$ cat src/rtl/csa_tree_pipe.sv
// Pipelined carry-save compressor tree.
// Reduces NUM_IN operands of WIDTH bits to a redundant (carry, sum) pair
// modulo 2^WIDTH, one register bank per 3:2 level, valid/ready flow control
// driven by a single global advance signal.
// Optional macro CSA_FINAL_ADD_EN appends a carry-propagate stage that
// produces the resolved sum on out_sum.
module csa_tree_pipe #(
   parameter int WIDTH  = 19,
   parameter int NUM_IN = 6
) (
   input  logic                          clk,
   input  logic                          rst_n,
   input  logic                          in_valid,
   output logic                          in_ready,
   input  logic [NUM_IN-1:0][WIDTH-1:0]  in_data,
   output logic                          out_valid,
   input  logic                          out_ready,
   output logic [WIDTH-1:0]              out_c,
   output logic [WIDTH-1:0]              out_s
`ifdef CSA_FINAL_ADD_EN
   ,
   output logic [WIDTH-1:0]              out_sum
`endif
);

   function automatic int lvl_count(input int n);
      int c;
      c = 0;
      while (n > 2) begin
         n = n - n / 3;
         c++;
      end
      return c;
   endfunction

   // operand count entering level lvl
   function automatic int opnd_count(input int lvl);
      int n;
      n = NUM_IN;
      for (int i = 0; i < lvl; i++) n = n - n / 3;
      return n;
   endfunction

   localparam int LEVELS = (lvl_count(NUM_IN) < 1) ? 1 : lvl_count(NUM_IN);

   if (NUM_IN < 3 || NUM_IN > 32) begin : g_bad_num_in
      $error("csa_tree_pipe: NUM_IN must be in 3..32");
   end

   typedef logic [NUM_IN-1:0][WIDTH-1:0] vec_t;

   // One 3:2 level: triples become (sum, carry) pairs in index order,
   // leftovers follow unchanged. Unused upper slots are zero.
   function automatic vec_t compress(input vec_t v, input int n);
      vec_t r;
      int   nt;
      r  = '0;
      nt = n / 3;
      for (int t = 0; t < NUM_IN / 3; t++) begin
         if (t < nt) begin
            r[2*t]   = v[3*t] ^ v[3*t+1] ^ v[3*t+2];
            r[2*t+1] = ((v[3*t] & v[3*t+1]) | (v[3*t] & v[3*t+2]) |
                        (v[3*t+1] & v[3*t+2])) << 1;
         end
      end
      for (int k = 0; k < 2; k++) begin
         if (k < n - 3*nt) r[2*nt+k] = v[3*nt+k];
      end
      return r;
   endfunction

   logic       adv;
   vec_t       dat_d [LEVELS];
   vec_t       dat_q [LEVELS];
   logic [LEVELS-1:0] vld_d, vld_q;
   logic             tree_valid;
   logic [WIDTH-1:0] tree_c, tree_s;

   assign adv      = !out_valid | out_ready;
   assign in_ready = adv;

   // Tree levels: load from predecessor on advance, hold otherwise.
   always_comb begin
      vld_d    = vld_q;
      dat_d[0] = dat_q[0];
      if (adv) begin
         vld_d[0] = in_valid;
         if (in_valid) dat_d[0] = compress(in_data, NUM_IN);
      end
      for (int l = 1; l < LEVELS; l++) begin
         dat_d[l] = dat_q[l];
         if (adv) begin
            vld_d[l] = vld_q[l-1];
            if (vld_q[l-1]) dat_d[l] = compress(dat_q[l-1], opnd_count(l));
         end
      end
   end

   // Tree registers, cleared on reset so in-flight operands are discarded.
   always_ff @(posedge clk or negedge rst_n) begin
      if (!rst_n) begin
         vld_q <= '0;
         for (int l = 0; l < LEVELS; l++) dat_q[l] <= '0;
      end else begin
         vld_q <= vld_d;
         for (int l = 0; l < LEVELS; l++) dat_q[l] <= dat_d[l];
      end
   end

   // Last level always sees three operands, so its output is slot0=sum, slot1=carry.
   assign tree_valid = vld_q[LEVELS-1];
   assign tree_s     = dat_q[LEVELS-1][0];
   assign tree_c     = dat_q[LEVELS-1][1];

`ifdef CSA_FINAL_ADD_EN
   logic             fvld_d, fvld_q;
   logic [WIDTH-1:0] fc_d, fc_q, fs_d, fs_q, fsum_d, fsum_q;

   // Resolve stage: carry-propagate add, c/s delayed alongside it.
   always_comb begin
      fvld_d = fvld_q;
      fc_d   = fc_q;
      fs_d   = fs_q;
      fsum_d = fsum_q;
      if (adv) begin
         fvld_d = tree_valid;
         if (tree_valid) begin
            fc_d   = tree_c;
            fs_d   = tree_s;
            fsum_d = tree_c + tree_s;
         end
      end
   end

   // Resolve stage registers.
   always_ff @(posedge clk or negedge rst_n) begin
      if (!rst_n) begin
         fvld_q <= 1'b0;
         fc_q   <= '0;
         fs_q   <= '0;
         fsum_q <= '0;
      end else begin
         fvld_q <= fvld_d;
         fc_q   <= fc_d;
         fs_q   <= fs_d;
         fsum_q <= fsum_d;
      end
   end

   assign out_valid = fvld_q;
   assign out_c     = fc_q;
   assign out_s     = fs_q;
   assign out_sum   = fsum_q;
`else
   assign out_valid = tree_valid;
   assign out_c     = tree_c;
   assign out_s     = tree_s;
`endif

endmodule

$ cat config.mk
export PLATFORM = sky130hd
export DESIGN_NAME = csa_tree_pipe
export DESIGN_NICKNAME = d
export VERILOG_FILES = /design/src/rtl/csa_tree_pipe.sv
export SDC_FILE = /design/constraint.sdc
export NUM_CORES = 1
export LEC_CHECK = 0
export CORE_MARGIN = 5
export CORE_UTILIZATION = 45
export CTS_BUF_LIST = sky130_fd_sc_hd__clkbuf_4
export DETAILED_ROUTE_END_ITERATION = 7
export GPL_TIMING_DRIVEN = 0
export PLACE_DENSITY = 0.81
export REMOVE_ABC_BUFFERS = 1
export SLEW_MARGIN = 25
export SYNTH_ARGS = -nofsm -noshare
export SYNTH_HDL_FRONTEND = slang
export SYNTH_SLANG_ARGS = --single-unit
$ cat constraint.sdc
create_clock -name clk -period 3.1 [get_ports clk]
set_input_delay 0.93 -clock clk [delete_from_list [all_inputs] [get_ports clk]]
set_output_delay 0.93 -clock clk [all_outputs]
set_load 0.005 [all_outputs]
==> summary.txt <==
yosys warns = 0
root buf cell = clkbuf_4
hold slack = 0.252 ns
CTS tree = built
FF+latch count, synth = 168
r2r startpoint = vld_q[2]$_DFFE_PN0N_
die width = 146 microns
Synth Flop Type = dfrtp_1
Mapped Cells = 478
Reg2Reg Depth = 3
status = finished clean
Setup CP Type = in2out
final period utilization = 98.3%
TritonCTS Sinks = 168
fillers = 1409
Starting DRT DRC Count = 68
switch share = 30.6%
P&R area growth vs syn = 20.8%
Max Slew Vio Count = 0
Slew @ Worst Pin = 1.01 ns
GRT Total Usage = 14.8%
Vias = 4116
final hold vios = 0
ant diodes = 0
clock network power share = 13.3%
Post-CTS Setup Inserts = 0
Die ar. = 21200 sq um
Die Y = 146 microns
Flop pwr share = 47.8%
detailed placement HPWL = 10.8 mm
clk buf depth = 2
RSZ-0062 raised after global routing = no
final wirelength = 14.7 mm
Peak VDD IR = 0.000662 V
Synth area leaders = dfrtp_1 (51%), fa_1 (17%), mux2_2 (15%)
RR Endpoint = out_c[11]$_DFFE_PN0P_
Post-CTS Hold Fix Bufs = 0
Setup crit end kind = output pin
P_sw = 2.44 mW
Yosys cell types = 15
first-pass GRT wire length = 25.4 mm
Core Area = 18000 sq um
Final #Nets = 790
Commonest cells post-synth = dfrtp_1 (168), mux2_2 (107), fa_1 (70)
kind of start point of the critical path = primary input
drt drc = 0
Mapped Area = 8280 sq um
number of global-route vias before repair = 4999
GP Congestion = 0.745
crit-path max FO = 7
# H-tree levels = 4
initial antenna violation count = 0
Yosys top cell area share = 50.8%
WL/cell = 17.4 microns
IO Pins = 158
Final Util = 55.5%
number of flops mapped to enable cells by yosys = 0
Initial DRT Pass Iterations = 4
post-layout min period = 3.05 ns
count leader, synth = dfrtp_1
internal power = 5.54 mW
GRT overflow = 0
FP Rows = 49
IO buf count = 155
Initial Util = 45.9%
CP required = 2.17 ns
Worst slew margin = 32.7%
max cap viols = 0
Worst-Skew Late Latency = 0.54 ns
Finished Cell Area = 10000 sq um
Final Skew = 0.0303 ns
sequential share of the synthesized area = 50.8%
Avg Synthesized Cell Area = 17.3 sq um
LEAKAGE = 4.26 nW
Synth area leader = dfrtp_1
fraction of registers with async set/reset = 100%
largest net degree at the start of global routing = 70
Comb power frac = 38.9%
# setup viols final = 0
Hold/Removal Path Class = in2async
via density per instance = 4.89
share of layout cells above drive strength 1 = 32.8%
Fmax = 328 MHz
CTS buffer count = 17
placed instance area = 9780 sq um
critical path arrival = 2.12 ns
Worst-path clk slew = 0.14 ns
flop2flop setup slack = 1.24 ns
Final ANT Viol Nets = 0
PwrDens = 798 nW/um^2
## metrics by stage
step / setup slack [ns] / cells / setup TNS [ns] / power, mW
after floorplan: 0.0871 / 423 / 0 / 5.63
after global placement: -5.50 / 807 / -990.97 / 6.85
after detailed placement: -0.226 / 811 / -4.03 / 7.06
after CTS: 0.0377 / 841 / 0 / 8.16
after global routing: 0.0132 / 841 / 0 / 8.66
final: 0.0521 / 841 / 0 / 7.98
## sequential cells by signal, indices dropped and copies added (netlist names)
name,cells
dat_q,129
out_c,17
out_s,19
vld_q,3
## layout make-up
cell class / instances / area, sq um / area share (%)
timing repair buffer: 159 / 1660 / 16.6
tap: 229 / 287 / 2.87
multi-input combinational: 253 / 3630 / 36.3
inverter: 2 / 7.51 / 0.0751
clock inverter: 9 / 53.8 / 0.538
sequential: 168 / 4200 / 42.0
clock buffer: 21 / 158 / 1.58
## placed cells by master, fill, tap and decap left out, types with 2 or more instances in the layout
master,instances
dfrtp_1,168
clkdlybuf4s50_1,154
mux2_2,107
fa_1,70
mux2_4,58
clkbuf_4,21
xnor2_1,8
clkinv_1,3
buf_16,3
inv_1,2
o21ai_0,2
conb_1,2
clkinv_2,2
inv_6,2
clkinvlp_4,2
## cell families after synthesis
logic type / share of synthesized area, %
xor gates and xnor gates: 0.846
adders and majority gates: 17.1
muxes: 25.1
other: 0.0453
DFF: 50.8
AOI/OAI and AO/OA: 0.121
buffers and inverters: 5.71
and+or+nand+nor: 0.348
## metal layers
layer | GRT usage, % | vias up | routed length (microns)
met1 | 18.6 | 2176 | 6230
met3 | 4.55 | 16 | 770
met2 | 25.2 | 111 | 7510
met4 | 3.40 | 0 | 165
li1 | - | 1813 | -
met5 | 0 | - | 0
## worst max-delay path by stage
stage          startpoint                      to  cells after the start
4_1_cts         out_ready                in_ready                      3
3_5_place_dp    out_ready                in_ready                      3
3_3_place_gp        rst_n  dat_q[284]$_DFFE_PN0P_                      1
5_1_grt         out_ready                in_ready                      3
2_1_floorplan   out_ready  dat_q[228]$_DFFE_PN0P_                      3
6_report        out_ready                in_ready                      3
## worst max-delay path, cell delays in order
cell and delay (ns):
clkdlybuf4s50_1 0.46, nand2b_4 0.20, clkdlybuf4s50_1 0.53
## what timing repair did
action,CTS,global route
setup endpoints to repair,1,0
gates resized for setup,2,0
endpoints found under the hold margin,0,0
## power by group through the flow
| stage | Combinational (mW) | Sequential [mW] | Clock, mW |
|---|---|---|---|
| 3_5_place_dp | 3.19 | 3.87 | 0 |
| 5_1_grt | 3.49 | 3.96 | 1.21 |
| 2_1_floorplan | 1.93 | 3.70 | 0 |
| 3_3_place_gp | 3.03 | 3.82 | 0 |
| 6_report | 3.11 | 3.81 | 1.06 |
| 4_1_cts | 3.21 | 3.83 | 1.11 |
No activity file was read; power rests on OpenSTA's default activity.
